`src/rtl/conv_mac_18.sv`:
```
`default_nettype none
// ============================================================================
// Module   : conv_mac_18
// Brief    : Layer-18 multiply-accumulate consumer. Pops weight/activation
//            pairs, accumulates KERN_SIZE products, then rescales the sum and
//            pushes one sample. Define MAC_SAT_EN for a saturating output
//            instead of a truncating one.
// Revision : 1.0 - initial release
// ============================================================================
module conv_mac_18 #(
    parameter int COEFF_WIDTH = 16,
    parameter int DATA_WIDTH  = 16,
    parameter int KERN_SIZE   = 9,
    parameter int ACC_WIDTH   = 40,
    parameter int OUT_SHIFT   = 8,
    parameter int OUT_WIDTH   = 16
) (
    input  logic                   ap_clk,
    input  logic                   ap_rst,
    input  logic [COEFF_WIDTH-1:0] weight_V_dout,
    input  logic                   weight_V_empty_n,
    output logic                   weight_V_read,
    input  logic [DATA_WIDTH-1:0]  input_V_dout,
    input  logic                   input_V_empty_n,
    output logic                   input_V_read,
    output logic [OUT_WIDTH-1:0]   output_V_din,
    input  logic                   output_V_full_n,
    output logic                   output_V_write
);

    localparam int c_cnt_w = (KERN_SIZE > 1) ? $clog2(KERN_SIZE) : 1;
    localparam logic [c_cnt_w-1:0] c_last = c_cnt_w'(KERN_SIZE - 1);

    localparam logic [1:0] c_st_accum  = 2'd0;
    localparam logic [1:0] c_st_drain  = 2'd1;
    localparam logic [1:0] c_st_output = 2'd2;

    logic [1:0]                  r_state;
    logic [c_cnt_w-1:0]          r_count;
    logic signed [ACC_WIDTH-1:0] r_acc;
    logic signed [ACC_WIDTH-1:0] r_prod;
    logic                        r_prod_v;

    logic                        w_pop;
    logic                        w_accept;
    logic signed [ACC_WIDTH-1:0] w_coeff_ext;
    logic signed [ACC_WIDTH-1:0] w_data_ext;
    logic signed [ACC_WIDTH-1:0] w_prod;
    logic [OUT_WIDTH-1:0]        w_res;

    // Both FIFOs pop together so the weight/activation pairing never slips.
    assign w_pop    = (r_state == c_st_accum) & weight_V_empty_n & input_V_empty_n & ~ap_rst;
    assign w_accept = (r_state == c_st_output) & output_V_full_n;

    assign weight_V_read  = w_pop;
    assign input_V_read   = w_pop;
    assign output_V_write = w_accept;
    assign output_V_din   = w_res;

    assign w_coeff_ext = {{(ACC_WIDTH-COEFF_WIDTH){weight_V_dout[COEFF_WIDTH-1]}}, weight_V_dout};
    assign w_data_ext  = {{(ACC_WIDTH-DATA_WIDTH){input_V_dout[DATA_WIDTH-1]}}, input_V_dout};
    assign w_prod      = w_coeff_ext * w_data_ext;

`ifdef MAC_SAT_EN
    localparam logic signed [ACC_WIDTH-1:0] c_sat_max =
        {{(ACC_WIDTH-OUT_WIDTH+1){1'b0}}, {(OUT_WIDTH-1){1'b1}}};
    localparam logic signed [ACC_WIDTH-1:0] c_sat_min = ~c_sat_max;

    logic signed [ACC_WIDTH-1:0] w_shifted;
    assign w_shifted = r_acc >>> OUT_SHIFT;

    always_comb begin
        w_res = w_shifted[OUT_WIDTH-1:0];
        if (w_shifted > c_sat_max) begin
            w_res = c_sat_max[OUT_WIDTH-1:0];
        end else if (w_shifted < c_sat_min) begin
            w_res = c_sat_min[OUT_WIDTH-1:0];
        end
    end
`else
    assign w_res = OUT_WIDTH'(r_acc >>> OUT_SHIFT);
`endif

    always_ff @(posedge ap_clk or posedge ap_rst) begin
        if (ap_rst) begin
            r_state  <= c_st_accum;
            r_count  <= '0;
            r_acc    <= '0;
            r_prod   <= '0;
            r_prod_v <= 1'b0;
        end else begin
            r_prod_v <= w_pop;
            if (w_pop) begin
                r_prod <= w_prod;
            end

            case (r_state)
                c_st_accum: begin
                    if (w_pop) begin
                        if (r_count == c_last) begin
                            r_count <= '0;
                            r_state <= c_st_drain;
                        end else begin
                            r_count <= r_count + c_cnt_w'(1);
                        end
                    end
                end
                c_st_drain: begin
                    r_state <= c_st_output;
                end
                c_st_output: begin
                    if (output_V_full_n) begin
                        r_state <= c_st_accum;
                    end
                end
                default: begin
                    r_state <= c_st_accum;
                end
            endcase

            // The last product is still in flight during DRAIN and lands here.
            if (w_accept) begin
                r_acc <= '0;
            end else if (r_prod_v) begin
                r_acc <= r_acc + r_prod;
            end
        end
    end

endmodule
`default_nettype wire

```
`config.mk`:
```
export PLATFORM = sky130hd
export DESIGN_NAME = conv_mac_18
export DESIGN_NICKNAME = d
export VERILOG_FILES = /design/src/rtl/conv_mac_18.sv
export SDC_FILE = /design/constraint.sdc
export NUM_CORES = 1
export LEC_CHECK = 0
export BUFFER_PORTS_ARGS = -buffer_cell sky130_fd_sc_hd__buf_2
export CAP_MARGIN = 40
export CORE_MARGIN = 2
export CORE_UTILIZATION = 50
export DETAILED_ROUTE_END_ITERATION = 8
export PLACE_DENSITY = 0.67
export SLEW_MARGIN = 30
export SYNTH_ARGS = -nofsm -noshare
export SYNTH_HDL_FRONTEND = slang
export SYNTH_SLANG_ARGS = --single-unit
```
`constraint.sdc`:
```
create_clock -name ap_clk -period 6.5 [get_ports ap_clk]
set_input_delay 0 -clock ap_clk [delete_from_list [all_inputs] [get_ports ap_clk]]
set_output_delay 0 -clock ap_clk [all_outputs]
set_load 0.05 [all_outputs]
```
==> impl_metrics.prom <==
# TYPE chip_impl_metric gauge
chip_impl_info{name="critical-path-top-delay-family",value="adder cells"} 1
chip_impl_info{name="endpoint_kind",value="flip-flop"} 1
chip_impl_metric{name="detailedPlacementHpwl",unit="mm"} 19.08
chip_impl_metric{name="slew-limit-headroom",unit=""} 0.4859
chip_impl_metric{name="num_antenna_cells",unit=""} 0
chip_impl_metric{name="final.setup_skew",unit="ps"} 7.996
chip_impl_info{name="main_combinational_cell_family_by_area_after_synthesis",value="adder cells"} 1
chip_impl_metric{name="layout_cells_sized_above_1",unit=""} 0.06789
chip_impl_metric{name="final_period_minus_worst_setup_slack",unit="ps"} 5386
chip_impl_metric{name="io_buffer_count",unit=""} 55
chip_impl_metric{name="final_antenna_net_count",unit=""} 0
chip_impl_metric{name="wl_per_cell",unit="um"} 15.19
chip_impl_metric{name="max_slew.worst_pin.slew",unit="ps"} 770.3
chip_impl_metric{name="fin_util",unit=""} 0.5318
chip_impl_metric{name="xor_and_xnor_fraction_of_the_mapped_netlist_area",unit=""} 0.04329
chip_impl_metric{name="synthSimpleGateAreaFrac",unit=""} 0.1649
chip_impl_metric{name="core_region_area",unit="mm2"} 0.02162
chip_impl_metric{name="drt_pass1_iterations",unit=""} 5
chip_impl_metric{name="cts_sinks",unit=""} 55
chip_impl_metric{name="setup-tns-final",unit="ps"} 0
chip_impl_metric{name="syn-num-nets",unit=""} 1567
chip_impl_metric{name="cts_made_buffers",unit=""} 5
chip_impl_info{name="list_of_cells_traversed_by_the_critical_path",value="buf_2 -> and2_1 -> fa_1 -> inv_1 -> fa_1 -> inv_1 -> ha_1 -> fa_1 -> inv_1 -> fa_1 -> fa_1 -> inv_1 -> ha_1 -> or4_1 -> a311o_1 -> o211ai_1 -> a31oi_1 -> a41o_1 -> o21bai_1 -> a21oi_1 -> xnor2_1 -> o21ai_1"} 1
chip_impl_metric{name="cpPeakStageDelay",unit="ps"} 540
chip_impl_metric{name="cp.arrival",unit="ps"} 5560
chip_impl_metric{name="clock_pin_slew_on_the_worst_setup_and_hold_paths",unit="ps"} 70
chip_impl_metric{name="adder_cell_area_share_of_the_yosys_netlist",unit=""} 0.4568
chip_impl_metric{name="drc",unit=""} 0
chip_impl_metric{name="detailroute.via_count",unit=""} 7897
chip_impl_metric{name="gp_congestion",unit=""} 0.8432
chip_impl_metric{name="placementRows",unit=""} 54
chip_impl_metric{name="number_of_global_route_vias_before_repair",unit=""} 8441
chip_impl_metric{name="cts.repair.resized",unit=""} 0
chip_impl_metric{name="cts_post_setup_buffers_inserted",unit=""} 0
chip_impl_metric{name="design_area",unit="mm2"} 0.01150
chip_impl_metric{name="cts.path.max_buffers",unit=""} 2
chip_impl_metric{name="finish.net_count",unit=""} 1574
chip_impl_metric{name="timing.critical_path.fanout_max",unit=""} 16
chip_impl_metric{name="yosysSeqAreaShare",unit=""} 0.1260
chip_impl_metric{name="synth_mux_area_frac",unit=""} 0.01122
chip_impl_info{name="clockRootBuffer",value="clkbuf_16"} 1
chip_impl_metric{name="initialDrtViolationCount",unit=""} 326
chip_impl_info{name="holdCritPathClass",value="in -> reg"} 1
chip_impl_metric{name="cts_max_level",unit=""} 2
chip_impl_info{name="run_status",value="completed"} 1
chip_impl_metric{name="synth-edff-count",unit=""} 0
chip_impl_metric{name="layout_worst_path_cycle_share",unit=""} 0.8286
chip_impl_metric{name="ys_warnings",unit=""} 0
chip_impl_metric{name="required",unit="ps"} 6670
chip_impl_metric{name="hold_viol_final",unit=""} 0
chip_impl_metric{name="synth_compound_area_frac",unit=""} 0.08235
chip_impl_info{name="critical-path-slowest-cell",value="fa_1"} 1
chip_impl_metric{name="grt_max_degree",unit=""} 56
chip_impl_info{name="grt_setup_unrepaired",value="no"} 1
chip_impl_metric{name="syn_inst",unit=""} 1244
chip_impl_metric{name="max_cap_violations",unit=""} 0
chip_impl_metric{name="grt.overflow.total",unit=""} 0
chip_impl_metric{name="postSynthRegisterBits",unit=""} 55
chip_impl_info{name="dominantRegCellSynth",value="dfrtp_1"} 1
chip_impl_metric{name="yosys.cell_types.count",unit=""} 59
chip_impl_metric{name="starting_utilization_of_the_core_area",unit=""} 0.5053
chip_impl_metric{name="i_o_pin_cnt",unit=""} 56
chip_impl_metric{name="synth_area_per_cell",unit="um2"} 8.782
chip_impl_metric{name="timing.final.setup_violations",unit=""} 0
chip_impl_metric{name="synthesis.area",unit="mm2"} 0.01092
chip_impl_metric{name="grt_usage",unit=""} 0.2125
chip_impl_metric{name="die_area",unit="mm2"} 0.02305
chip_impl_metric{name="async_reset_ff_frac",unit=""} 1.000
chip_impl_metric{name="clock_latency",unit="ps"} 300
chip_impl_info{name="worst-setup-path-type",value="in -> reg"} 1
chip_impl_metric{name="grt_antenna_before_repair",unit=""} 0
chip_impl_metric{name="first_pass_grt_wire_length",unit="mm"} 40.77
chip_impl_metric{name="totalWireLength",unit="mm"} 23.27
chip_impl_info{name="critical_path.most_common_cell",value="fa_1"} 1
chip_impl_metric{name="critical_path_buf_inv_count",unit=""} 5
chip_impl_info{name="setup.worst_path.start_class",value="primary input"} 1
chip_impl_metric{name="synthToLayoutAreaGrowth",unit="%"} 5.246
chip_impl_metric{name="hold_buffers",unit=""} 1
chip_impl_metric{name="viasPerCell",unit=""} 5.155
chip_impl_metric{name="slew_violations",unit=""} 0
chip_impl_metric{name="die-width",unit="um"} 151.8
chip_impl_metric{name="dpl-instance-area",unit="mm2"} 0.01129
chip_impl_metric{name="max_freq",unit="MHz"} 185.7
chip_impl_metric{name="fp.dieH",unit="um"} 151.8
chip_impl_info{name="tritoncts",value="yes"} 1
==> tightest hold or removal path: cells and delay by family <==
| kind | cells | cell delay [ps] |
|---|---|---|
| and+or+nand+nor | 1 | 70 |
| buffers and inverters | 1 | 100 |
| muxes | 1 | 140 |
==> per-stage QoR <==
stage	instances	hold slack [ps]	setup WS [ps]
floorplan	1244	228.0	1027
global placement	1522	234.5	868.8
detailed placement	1522	244.4	802.2
CTS	1531	55.42	1112
global route	1532	106.1	816.8
finish	1532	56.39	1114
==> final timing paths <==
kind	slack, ps	cells after the start	endpoint	startpoint
setup / recovery	1110	22	r_prod[23]	weight_V_dout[2]
hold / removal	60	3	r_state[1]	output_V_full_n
setup reg to reg	3500	12	r_acc[22]	r_acc[0]
hold reg to reg	490	2	r_prod[17]	r_prod[17]
max in group asynchronous	5590	4	r_acc[6]	ap_rst
min in group asynchronous	450	4	r_acc[15]	ap_rst
==> synth_stat cells (3+ instances only) <==
cell type  instances  area [um2]
inv_1            257       964.7
fa_1             188        3764
nand2_1          183       686.9
ha_1              98        1226
and2_1            95       594.3
dfrtp_1           55        1376
nor2_1            48       180.2
clkbuf_1          41       153.9
xnor2_1           40       350.3
a21oi_1           33       165.2
o21ai_0           22       110.1
o21ai_1           20       100.1
buf_4             17       127.6
nand3_1           15       75.07
xor2_1            14       122.6
a21o_1            13       97.59
nand2b_1          11       68.82
mux2i_1           10       100.1
or3_1              7       43.79
nor3_1             6       30.03
o21a_1             6       45.04
a211oi_1           5       37.54
a31oi_1            5       31.28
buf_1              3       11.26
nor3b_1            3       22.52
o2111ai_1          3       26.28
o211ai_1           3       22.52
o21bai_1           3       22.52
or4_1              3       22.52
==> layer usage <==
layer	up-vias	wire [um]	global-route usage
li1	3796	-	-
met1	3881	10830	0.3011
met2	193	10900	0.3552
met3	27	1209	0.02367
met4	0	328	0.04717
met5	-	0	0
==> sequential cells by signal (all words and copies together) (netlist names) <==
register and cells:
r_acc 24, r_prod 24, r_count 4, r_state 2, r_prod_v 1
==> area by class of cell <==
type                            instances  area [um2]
Timing Repair Buffer                   61       326.6
Clock buffer                            6       128.9
Fill cell                            2062       10120
Tap cell                              280       350.3
Sequential cell                        55        1376
Multi-Input combinational cell        870        8287
Clock inverter                          2       60.06
Inverter                              258       968.4
==> logic make-up after synthesis <==
family | Yosys count
buffers and inverters | 319
flip-flops | 55
AND/OR/NAND/NOR | 382
adder cells (fa/ha/maj) | 286
multiplexers | 12
XOR/XNOR | 54
AO/OA/AOI/OAI | 136
==> cell usage in the layout (no fill, tap or decap), types with 33 or more instances in the layout <==
master   count
and2_1      95
dfrtp_1     55
a21oi_1     33
xnor2_1     40
inv_1      256
nand2_1    183
fa_1       188
buf_2       55
nor2_1      48
ha_1        98
Power is not shown: default switching activity piles up to over one toggle a cycle in this logic, so the estimate is an artifact.
